**config.mk**
```make
export PLATFORM = sky130hd
export DESIGN_NAME = seg_scan_ctrl
export DESIGN_NICKNAME = d
export VERILOG_FILES = /design/src/rtl/seg_scan_ctrl.sv
export SDC_FILE = /design/constraint.sdc
export NUM_CORES = 1
export LEC_CHECK = 0
export CAP_MARGIN = 20
export CELL_PAD_IN_SITES_DETAIL_PLACEMENT = 1
export CELL_PAD_IN_SITES_GLOBAL_PLACEMENT = 1
export CORE_MARGIN = 2
export CORE_UTILIZATION = 45
export CTS_CLUSTER_SIZE = 16
export DETAILED_ROUTE_END_ITERATION = 10
export GPL_ROUTABILITY_DRIVEN = 0
export PLACE_DENSITY = 0.89
export SLEW_MARGIN = 15
export SYNTH_ARGS = -nofsm -noshare
export SYNTH_HDL_FRONTEND = slang
export SYNTH_SLANG_ARGS = --single-unit
```
**constraint.sdc**
```tcl
create_clock -name clk_i -period 4.8 [get_ports clk_i]
set_input_delay 0.96 -clock clk_i [delete_from_list [all_inputs] [get_ports clk_i]]
set_output_delay 0.96 -clock clk_i [all_outputs]
set_load 0.01 [all_outputs]
```
**src/rtl/seg_scan_ctrl.sv**
```systemverilog
// rtl/seg_scan_ctrl.sv - time-multiplexed scan controller for an 8-digit seven-segment display
//
// Purpose:
//   Steps through the digits one slot at a time and presents one 4-bit code to a
//   shared BCD-to-segment decoder. It also drives one active-low anode and the
//   decimal point for the current slot. New display contents go into a pending
//   buffer and are copied to the active buffer only on a frame boundary, so no
//   frame ever shows a mix of old and new data.
//
// Ports:
//   clk_i    in   1   system clock
//   rst_i    in   1   asynchronous reset, active-high
//   load_i   in   1   single-cycle load strobe for data_i/mask_i/dp_i
//   data_i   in  32   digit codes, digit k = data_i[4k+3:4k], k=0 rightmost
//   mask_i   in   8   per-digit enable, 0 keeps the digit dark
//   dp_i     in   8   per-digit decimal point, 1 = lit
//   dig_o    out  4   code of the current digit (decoder input)
//   an_o     out  8   anodes, active-low, at most one low at a time
//   dp_o     out  1   decimal point, active-low
//   frame_o  out  1   one-cycle pulse after each frame boundary
//   busy_o   out  1   a loaded update is waiting for the next boundary

module seg_scan_ctrl #(
  parameter int DIGITS   = 8,
  parameter int PRESCALE = 100000,
  parameter int BLANK    = 16
) (
  input  logic        clk_i,
  input  logic        rst_i,
  input  logic        load_i,
  input  logic [31:0] data_i,
  input  logic [7:0]  mask_i,
  input  logic [7:0]  dp_i,
  output logic [3:0]  dig_o,
  output logic [7:0]  an_o,
  output logic        dp_o,
  output logic        frame_o,
  output logic        busy_o
);

  localparam int IDX_W = 3;
  localparam int CNT_W = $clog2(PRESCALE);

  localparam logic [CNT_W-1:0] CNT_LAST  = CNT_W'(PRESCALE - 1);
  localparam logic [CNT_W-1:0] CNT_BLANK = CNT_W'(BLANK);
  localparam logic [IDX_W-1:0] IDX_LAST  = IDX_W'(DIGITS - 1);

  // Scan position
  logic [CNT_W-1:0] cnt, cnt_nxt;
  logic [IDX_W-1:0] idx, idx_nxt;

  // Active buffer (what is being displayed)
  logic [31:0] act_data, act_data_nxt;
  logic [7:0]  act_mask, act_mask_nxt;
  logic [7:0]  act_dp,   act_dp_nxt;

  // Pending buffer (what the next boundary will apply)
  logic [31:0] pnd_data, pnd_data_nxt;
  logic [7:0]  pnd_mask, pnd_mask_nxt;
  logic [7:0]  pnd_dp,   pnd_dp_nxt;
  logic        pend,     pend_nxt;

  // Registered-output next values
  logic [3:0]  dig_nxt;
  logic [7:0]  an_nxt;
  logic        dp_nxt;

  logic        tick;
  logic        boundary;
  logic        slot_on;

  always_comb begin
    tick         = 1'b0;
    boundary     = 1'b0;
    slot_on      = 1'b0;
    cnt_nxt      = cnt;
    idx_nxt      = idx;
    act_data_nxt = act_data;
    act_mask_nxt = act_mask;
    act_dp_nxt   = act_dp;
    pnd_data_nxt = pnd_data;
    pnd_mask_nxt = pnd_mask;
    pnd_dp_nxt   = pnd_dp;
    pend_nxt     = pend;
    dig_nxt      = 4'd0;
    an_nxt       = 8'hFF;
    dp_nxt       = 1'b1;

    // Prescaler and digit index
    tick = (cnt == CNT_LAST);
    if (tick) begin
      cnt_nxt = '0;
      idx_nxt = (idx == IDX_LAST) ? '0 : idx + IDX_W'(1);
    end else begin
      cnt_nxt = cnt + CNT_W'(1);
    end
    boundary = tick && (idx == IDX_LAST);

    // The boundary copy reads the pending buffer as it was before this edge.
    // A load on the same edge therefore refills the buffer and keeps pend set,
    // so that load applies one frame later.
    if (boundary && pend) begin
      act_data_nxt = pnd_data;
      act_mask_nxt = pnd_mask;
      act_dp_nxt   = pnd_dp;
    end

    if (load_i) begin
      pnd_data_nxt = data_i;
      pnd_mask_nxt = mask_i;
      pnd_dp_nxt   = dp_i;
      pend_nxt     = 1'b1;
    end else if (boundary) begin
      pend_nxt     = 1'b0;
    end

    // Outputs are built from post-edge state so that they line up with cnt/idx.
    // The first BLANK cycles of every slot keep all anodes off. This stops the
    // previous digit's segments from ghosting onto the new anode.
    slot_on = (cnt_nxt >= CNT_BLANK);
    dig_nxt = act_data_nxt[4*idx_nxt +: 4];
    if (slot_on && act_mask_nxt[idx_nxt]) begin
      an_nxt[idx_nxt] = 1'b0;
    end
    dp_nxt = slot_on ? ~(act_dp_nxt[idx_nxt] & act_mask_nxt[idx_nxt]) : 1'b1;
  end

  always_ff @(posedge clk_i or posedge rst_i) begin
    if (rst_i) begin
      cnt      <= '0;
      idx      <= '0;
      act_data <= '0;
      act_mask <= '0;
      act_dp   <= '0;
      pnd_data <= '0;
      pnd_mask <= '0;
      pnd_dp   <= '0;
      pend     <= 1'b0;
      dig_o    <= 4'd0;
      an_o     <= 8'hFF;
      dp_o     <= 1'b1;
      frame_o  <= 1'b0;
      busy_o   <= 1'b0;
    end else begin
      cnt      <= cnt_nxt;
      idx      <= idx_nxt;
      act_data <= act_data_nxt;
      act_mask <= act_mask_nxt;
      act_dp   <= act_dp_nxt;
      pnd_data <= pnd_data_nxt;
      pnd_mask <= pnd_mask_nxt;
      pnd_dp   <= pnd_dp_nxt;
      pend     <= pend_nxt;
      dig_o    <= dig_nxt;
      an_o     <= an_nxt;
      dp_o     <= dp_nxt;
      frame_o  <= boundary;
      busy_o   <= pend_nxt;
    end
  end

endmodule

```
==> impl_metrics.json, run 1 <==
{
  "synth_nets": 574,
  "via_per_inst": 5.62,
  "cp_common_cell": "ha_1",
  "clkPwrFrac": 0.483,
  "coreArea_mm2": 0.0127,
  "cpMaxStageDelayCell": "dfrtp_1",
  "syn_to_final_growth_pct": 22.9,
  "ys_ff_latch": 131,
  "antenna_found_initial": 0,
  "synth_area_leaders": "dfrtp_1, mux2_2, nand2_1",
  "hold_violations": 0,
  "crit_path_max_incr_delay_ps": 640,
  "critPathKind": "register to register",
  "vias": 4322,
  "synth_area_leader_cell": "dfrtp_1",
  "synthSimpleGateAreaFrac": 0.176,
  "io_buffers": 65,
  "drtIter0Drc": 212,
  "highest_layer": "met4",
  "cp.buffers_inverters": 0,
  "synth_edf_count": 0,
  "cp_top_family": "simple AND/OR/NAND/NOR gates",
  "critPathCaptureType": "register",
  "path_max_fanout": 45,
  "finClkSkew_ps": 6.31,
  "async_flop_share": 1.00,
  "hold_path_class": "register to register",
  "worst_pin_slew_ps": 978,
  "cts_root_buffer": "clkbuf_16",
  "cts_made_buffers": 17,
  "slew_viol_final": 0,
  "switchingPower_w": 0.000533,
  "synth_seq_area_share": 0.562,
  "fmax_mhz": 318,
  "overflow": 0,
  "synth-compound-area-share": 0.0835,
  "crit_required_ps": 5090,
  "grt_max_degree": 69,
  "synth_top_family_by_area": "simple AND/OR/NAND/NOR gates",
  "cts_tree": "built",
  "cts_resized": 0,
  "routed_wl_mm": 16.1,
  "num_antenna_cells": 0,
  "dpl.hpwl_mm": 10.7,
  "ys_warn_count": 0,
  "synthXorXnorAreaFrac": 0.0209,
  "drive_gt1_frac": 0.198,
  "synth_cell_types": 67,
  "yosys.area.top_type_share": 0.521,
  "route.detailed.drc": 0,
  "avgSynthCellArea_um2": 11.3,
  "dr.pass1.iters": 4,
  "post_drt_wl_per_cell_um": 20.9,
  "p_leak_nw": 3.37,
  "rsz0062_at_grt": "false",
  "num_rows": 41,
  "p_comb_frac": 0.048,
  "post-route-util": 0.568,
  "synthesis.area_mm2": 0.00586,
  "track_usage": 0.250,
  "synth_cells": 520,
  "power_density_mw_per_mm2": 348,
  "seq_power_share": 0.469,
  "clockBufferDepth": 2,
  "fin_crit_ps": 3150,
  "clkLatencyLatePin_ps": 420,
  "p_sw_frac": 0.213,
  "startpoint_type": "register",
  "crit_arrival_ps": 3440,
  "synth-adder-area-share": 0.00641,
  "yosys-mux-area-fraction": 0.121,
  "dieArea_mm2": 0.0139,
  "first_global_vias": 4930,
  "post-route-period-util": 0.656,
  "max_slew_margin": 0.341,
  "synthFlopType": "dfrtp_1",
  "status": "complete, no violations",
  "postCtsHoldBufs": 0,
  "wl_met2_mm": 8.32,
  "path_cells": "ha_1 -> ha_1 -> and2_1 -> nand2_8 -> mux2_4 -> o2bb2ai_1 -> a2111oi_2 -> nand2_1",
  "fillers": 1328,
  "finalSetupTns_ps": 0,
  "r2r_slack_ps": 1650,
  "initial_utilization": 0.462,
  "h-tree-depth": 4,
  "p_int_w": 0.00197,
  "drtAntennaViolNets": 0,
  "setup_viol": 0,
  "final_nets": 638,
  "ir_drop_v": 0.000247,
  "grt_pass1_wl_mm": 26.7,
  "io_pins": 66,
  "clock_sinks": 131,
  "maxCapViolations": 0,
  "postCtsSetupRepairBufs": 0,
  "path_clk_slew_ps": 50,
  "die_w_um": 118,
  "m1WireLength_mm": 6.32,
  "wl_met3_um": 819,
  "die_y_um": 118
}
[cells in the final DEF (no fill, tap or decap), types with 7 or more instances in the layout]
cell             count
dfrtp_1            122
nand2_1            116
clkdlybuf4s50_1     64
mux2_2              49
nor2_1              23
nand3_1             17
clkbuf_16           17
a21oi_1             14
inv_1               13
o21ai_0             10
dfstp_2              9
nor3_1               8
xor2_1               7
xnor2_1              7
[per-layer routing]
layer,track usage,up-vias
li1,-,1935
met1,0.287,2214
met2,0.431,128
met3,0.0640,45
met4,0.125,0
met5,0,-
[tightest hold or removal path, stage by stage (launching register included)]
cell	delay [ps]
dfrtp_1	340
nand2_2	50
nand2_1	50
[kinds of logic after synthesis]
family                     count (synthesis)
adders and majority gates                  3
DFF                                      131
buffers and inverters                     37
muxes                                     61
AOI/OAI and AO/OA                         64
xor gates and xnor gates                  14
and+or+nand+nor                          210
[cell type report]
type	instances	area [um2]	area share
Multi-Input combinational cell	352	2390	0.333
Clock inverter	9	81.3	0.0113
Tap cell	172	215	0.0299
Clock buffer	23	478	0.0664
Sequential cell	131	3290	0.457
Inverter	14	55.1	0.00765
Timing Repair Buffer	68	683	0.0949
[Yosys cell counts, types with 5 or more instances]
master and n:
inv_1 14, nor2_1 24, nand3_1 17, dfstp_2 9, a21oi_1 14, xnor2_1 7, o21ai_0 10, nor3_1 8
mux2_2 49, nand4_1 5, clkbuf_1 14, nand2_1 116, dfrtp_1 122, mux2i_1 5, xor2_1 7
[registers in the layout (all words and copies together), names as in the netlist]
| name | flops |
|---|---|
| an_o | 8 |
| pnd_mask | 8 |
| cnt | 17 |
| act_data | 32 |
| dp_o | 1 |
| pnd_data | 32 |
| dig_o | 4 |
| frame_o | 1 |
| pnd_dp | 8 |
| act_dp | 8 |
| idx | 3 |
| pend | 1 |
| act_mask | 8 |
[through the flow]
step           setup WS (ps)  cells  instance area (um2)  hold slack (ps)  power [W]
2_1_floorplan            357    520                 5860              429    0.00124
3_3_place_gp            2000    737                 6640              445    0.00131
3_5_place_dp            1810    737                 6640              459    0.00132
4_1_cts                 1700    769                 7190              472    0.00253
5_1_grt                 1480    769                 7200              507    0.00258
6_report                1650    769                 7200              473    0.00250
[final timing paths]
kind | from | depth (start not counted) | end
worst max-delay path | idx[0] | 8 | dig_o[1]
worst min-delay path | act_data[16] | 2 | act_data[16]
worst max register to register | idx[0] | 8 | dig_o[1]
worst min register to register | act_data[16] | 2 | act_data[16]
max in group asynchronous | rst_i | 3 | an_o[4]
min in group asynchronous | rst_i | 2 | pnd_dp[5]
[power by group through the flow]
stage,combinational [W],clock (W),sequential (W)
after floorplan,0.0000655,0,0.00118
after global placement,0.000117,0,0.00119
after detailed placement,0.000124,0,0.00119
after CTS,0.000125,0.00123,0.00117
after global routing,0.000134,0.00127,0.00118
final,0.000121,0.00121,0.00117
No activity file was read; power rests on OpenSTA's default activity.
==> inputs of run 2 (changes only) <==
==> constraint.sdc (replaced) <==
create_clock -name clk_i -period 3 [get_ports clk_i]
set_input_delay 0.6 -clock clk_i [delete_from_list [all_inputs] [get_ports clk_i]]
set_output_delay 0.6 -clock clk_i [all_outputs]
set_load 0.01 [all_outputs]
==> run 2 against run 1 <==
Effect of this change:
- combinational power up 65%
- routed wire length down 2.8%
- sequential power is 60% higher
- non-clock buffer count up 12
- hold slack got worse by 15 ps
- via count fell by 0.12%
- maximum frequency increased by 11%
- critical path depth is 1 higher
- register-to-register slack got worse by 1500 ps
- setup slack got worse by 1500 ps
- clock-buffer cell count fell by 4
- utilization grew 1.3 points
==> impl_metrics.json, run 2 (synthesis gave the netlist of run 1 again) <==
{
  "status": "complete, no violations",
  "finalSetupTns_ps": 0,
  "crit_path_max_incr_delay_ps": 430,
  "cts_tree": "built",
  "antenna_found_initial": 0,
  "power_density_mw_per_mm2": 569,
  "io_buffers": 65,
  "startpoint_type": "register",
  "path_cells": "ha_1 -> and4bb_1 -> nand4_2 -> and4b_1 -> nor2_2 -> buf_4 -> a21oi_1 -> nor4_1 -> nand3_1",
  "postCtsHoldBufs": 0,
  "cpMaxStageDelayCell": "nor4_1",
  "cts_root_buffer": "clkbuf_16",
  "clockBufferDepth": 2,
  "cts_made_buffers": 17,
  "drtIter0Drc": 284,
  "slew_viol_final": 0,
  "postCtsSetupRepairBufs": 0,
  "overflow": 0,
  "route.detailed.drc": 0,
  "cp.buffers_inverters": 1,
  "final_nets": 650,
  "io_pins": 66,
  "coreArea_mm2": 0.0127,
  "whs_ps": 458,
  "routed_wl_mm": 15.6,
  "drtAntennaViolNets": 0,
  "clock_sinks": 131,
  "post_drt_wl_per_cell_um": 20.0,
  "finClkSkew_ps": 9.45,
  "grt_max_degree": 66,
  "h-tree-depth": 4,
  "num_rows": 41,
  "cp_top_family": "simple AND/OR/NAND/NOR gates",
  "hold_violations": 0,
  "reg2reg_from": "cnt[0]",
  "multiInputGateArea_mm2": 0.00240,
  "critPathCaptureType": "register",
  "syn_to_final_growth_pct": 25.7,
  "largestRegisters": "act_data (32), pnd_data (32), cnt (17)",
  "hold_path_class": "register to register",
  "dieArea_mm2": 0.0139,
  "crit_start": "cnt[0]",
  "max_slew_margin": 0.561,
  "critPathKind": "register to register",
  "initial_utilization": 0.462,
  "ir_drop_v": 0.000404,
  "grt_pass1_wl_mm": 25.7,
  "vias": 4317,
  "track_usage": 0.243,
  "die_w_um": 118,
  "maxCapViolations": 0,
  "drive_gt1_frac": 0.225,
  "final_cell_mix": "dfrtp_1, nand2_1, clkdlybuf4s50_1",
  "rsz0062_at_grt": "false",
  "fin_crit_ps": 2840,
  "dpl.hpwl_mm": 11.1,
  "setup_viol": 0,
  "worst_pin_slew_ps": 658,
  "fmax_mhz": 352,
  "dr.pass1.iters": 4,
  "power_w": 0.00419,
  "crit_required_ps": 3290,
  "mostFrequentLayoutCell": "dfrtp_1",
  "num_antenna_cells": 0,
  "clkLatencyLatePin_ps": 440,
  "fillers": 1337,
  "post-route-period-util": 0.948,
  "path_clk_slew_ps": 60,
  "worstHoldStart": "act_data[6]",
  "ff_latch_area_mm2": 0.00329,
  "first_global_vias": 4889,
  "path_max_fanout": 11,
  "cts_resized": 0,
  "via_per_inst": 5.53,
  "p_leak_nw": 3.45,
  "die_y_um": 118,
  "crit_arrival_ps": 3130
}
run 2: cell count changes in the layout (fill, tap and decap cells not counted), sizes merged:
| cell | before | now |
|---|---|---|
| buf | 4 | 16 |
| clkinv | 5 | 3 |
| clkinvlp | 3 | 4 |
| clkbuf | 23 | 19 |
| inv | 14 | 18 |
| bufinv | 1 | 2 |
run 2: routing by layer:
| metal | global-route usage | vias to the layer above | part of all wire |
|---|---|---|---|
| met3 | 0.0640 | 43 | 0.042 |
| met1 | 0.284 | 2210 | 0.42 |
| li1 | - | 1960 | - |
| met2 | 0.408 | 104 | 0.51 |
| met4 | 0.131 | 0 | 0.037 |
| met5 | 0 | - | 0 |
run 2: final cells by class:
type / instances / area share
Inverter: 14 / 0.00765
Tap cell: 172 / 0.0292
Multi-Input combinational cell: 352 / 0.326
Clock buffer: 19 / 0.0615
Timing Repair Buffer: 80 / 0.108
Clock inverter: 13 / 0.0202
Sequential cell: 131 / 0.447
run 2: tightest hold or removal path: stages, from the launching register on:
cell	delay, ps
dfrtp_1	320
nand2_1	60
nand2_1	50
run 2: where the power goes:
part,total [W],internal [W],leakage [nW],switching (W)
clock network,0.00211,0.00128,0.287,0.000832
logic,0.000200,0.000121,1.49,0.0000785
registers,0.00187,0.00183,1.67,0.0000417
run 2: path summary, 6_finish.rpt:
path | cells past startpoint | endpoint | slack, ps
worst max-delay path | 9 | dig_o[2] | 160
worst min-delay path | 2 | act_data[6] | 460
worst max register to register | 9 | dig_o[2] | 160
worst min register to register | 2 | act_data[6] | 460
max in group asynchronous | 3 | pnd_data[10] | 1650
min in group asynchronous | 2 | act_dp[4] | 610
run 2: stage by stage:
stage | area, um2 | worst slack [ps] | instances | utilization
global route | 7360 | 13.7 | 781 | 0.581
finish | 7360 | 155 | 781 | 0.581
global placement | 6750 | 376 | 749 | 0.533
floorplan | 5860 | 669 | 520 | -
detailed placement | 6750 | 56.9 | 749 | 0.533
CTS | 7350 | 54.8 | 781 | 0.580
==> inputs of run 3 (changes only) <==
--- a/config.mk
+++ b/config.mk
@@ -14,6 +14,7 @@
 export DETAILED_ROUTE_END_ITERATION = 10
 export GPL_ROUTABILITY_DRIVEN = 0
 export PLACE_DENSITY = 0.89
+export SETUP_SLACK_MARGIN = 0.05
 export SLEW_MARGIN = 15
 export SYNTH_ARGS = -nofsm -noshare
 export SYNTH_HDL_FRONTEND = slang
==> run 3 against run 2 <==
Effect of this change:
- sequential power is essentially flat
- clock-buffer cell count unchanged
- utilization about the same
- non-clock buffer count unchanged
- total power barely moved
- final cell count stayed put
- via count is 0.32% lower
- critical path depth decreased by 1
- first-iteration DRC count increased by 7.0%
- highest routed layer unchanged
==> impl_metrics.json, run 3 (synthesis gave the netlist of run 1 again) <==
{
  "status": "complete, no violations",
  "overflow": 0,
  "clkLatencyLatePin_ps": 430,
  "ff_latch_area_mm2": 0.00329,
  "first_global_vias": 4889,
  "die_y_um": 118,
  "post-route-util": 0.582,
  "route.detailed.drc": 0,
  "fmax_mhz": 369,
  "dieArea_mm2": 0.0139,
  "crit_required_ps": 3300,
  "worst_pin_slew_ps": 656,
  "h-tree-depth": 4,
  "max_slew_margin": 0.561,
  "track_usage": 0.243,
  "hold_path_end": "act_data[6]",
  "io_buffers": 65,
  "grt_max_degree": 66,
  "critPathCaptureType": "register",
  "setup_viol": 0,
  "finClkSkew_ps": 8.66,
  "r2r-end": "dig_o[1]",
  "cts_made_buffers": 17,
  "ir_drop_v": 0.000403,
  "critPathKind": "register to register",
  "post-route-period-util": 0.903,
  "cpMaxStageDelayCell": "and4_2",
  "io_pins": 66,
  "fillers": 1337,
  "die_w_um": 118,
  "crit_path_max_incr_delay_ps": 410,
  "grt_pass1_wl_mm": 25.7,
  "via_per_inst": 5.51,
  "startpoint_type": "register",
  "post_drt_wl_per_cell_um": 20.0,
  "multiInputGateArea_mm2": 0.00241,
  "p_leak_nw": 3.45,
  "cts_root_buffer": "clkbuf_16",
  "drtIter0Drc": 304,
  "crit_arrival_ps": 3010,
  "path_cells": "ha_1 -> and4bb_1 -> and4_2 -> nand2_8 -> mux2_4 -> o2bb2ai_1 -> a2111oi_2 -> nand2_1",
  "hold_path_class": "register to register",
  "clockBufferDepth": 2,
  "coreArea_mm2": 0.0127,
  "mostFrequentLayoutCell": "dfrtp_1",
  "dpl.hpwl_mm": 11.1,
  "whs_ps": 468,
  "vias": 4303,
  "syn_to_final_growth_pct": 25.8,
  "postCtsHoldBufs": 0,
  "path_max_fanout": 32,
  "pre_cts_slack_ps": 56.9,
  "initial_utilization": 0.462,
  "routed_wl_mm": 15.6,
  "ff2ff_path_depth": 8,
  "num_rows": 41,
  "cts_tree": "built",
  "dp.cells": 749,
  "dr.pass1.iters": 4,
  "final_nets": 650,
  "reg2reg_from": "cnt[0]",
  "fin_ws_ps": 291,
  "hold_violations": 0,
  "largestRegisters": "act_data (32), pnd_data (32), cnt (17)",
  "instances_no_fill": 781,
  "num_antenna_cells": 0,
  "drive_gt1_frac": 0.227,
  "final_cell_mix": "dfrtp_1, nand2_1, clkdlybuf4s50_1",
  "r2r_slack_ps": 290,
  "path_clk_slew_ps": 60,
  "maxCapViolations": 0,
  "cp_top_family": "simple AND/OR/NAND/NOR gates",
  "slew_viol_final": 0,
  "finalSetupTns_ps": 0,
  "fin_crit_ps": 2710,
  "worstHoldStart": "act_data[6]",
  "clock_sinks": 131,
  "min_path_cells": 2,
  "antenna_found_initial": 0,
  "cp.buffers_inverters": 0,
  "power_density_mw_per_mm2": 568,
  "rsz0062_at_grt": "false",
  "drtAntennaViolNets": 0
}
==> run 3: cell count changes in the layout (fill, tap and decap cells not counted) <==
cell	previous run	this run
nor4_1	3	2
nor4_2	0	1
==> run 3: worst register-to-register path, stage by stage, from the launching register on <==
cell       delay [ps]
dfrtp_1           380
ha_1              250
and4bb_1          320
and4_2            410
nand2_8           220
mux2_4            390
o2bb2ai_1         140
a2111oi_2         330
nand2_1           130
==> run 3: how the worst max path moves through the flow <==
stage                 from        to  slack, ps  cells past startpoint
global route        cnt[0]  dig_o[0]         90                      9
global placement    idx[1]  dig_o[3]        380                      8
finish              cnt[0]  dig_o[1]        290                      8
detailed placement  cnt[0]  dig_o[0]         60                      9
CTS                 cnt[0]  dig_o[0]         50                      9
floorplan           idx[1]  dig_o[0]        670                     11
==> run 3: area by class of cell <==
class                   instances  area share
flip-flops and latches        131       0.446
multi-input cells             352       0.327
repair buffers                 80       0.108
clock buffers                  19      0.0615
well taps                     172      0.0292
clock inverters                13      0.0202
inverters                      14     0.00764
==> run 3: stage by stage <==
stage	power (W)	area [um2]
6_report	0.00418	7370
5_1_grt	0.00431	7370
3_5_place_dp	0.00211	6750
4_1_cts	0.00423	7350
2_1_floorplan	0.00199	5860
3_3_place_gp	0.00209	6750
==> run 3: power by group <==
part / internal, W / switching (W)
Clock: 0.00128 / 0.000830
Sequential: 0.00183 / 0.0000416
Combinational: 0.000121 / 0.0000784
==> run 3: per-layer routing <==
metal | global-route usage | routed length (um) | vias up
met4 | 0.131 | 588 | 0
met1 | 0.284 | 6460 | 2185
met2 | 0.408 | 7920 | 107
met5 | 0 | 0 | -
met3 | 0.0640 | 638 | 46
li1 | - | - | 1965
==> run 3: what timing repair did <==
| action | 4_1_cts | 5_1_grt |
|---|---|---|
| endpoints found under the setup margin | 0 | 3 |
| buffers inserted | 0 | 0 |
| gates resized for setup | 0 | 5 |
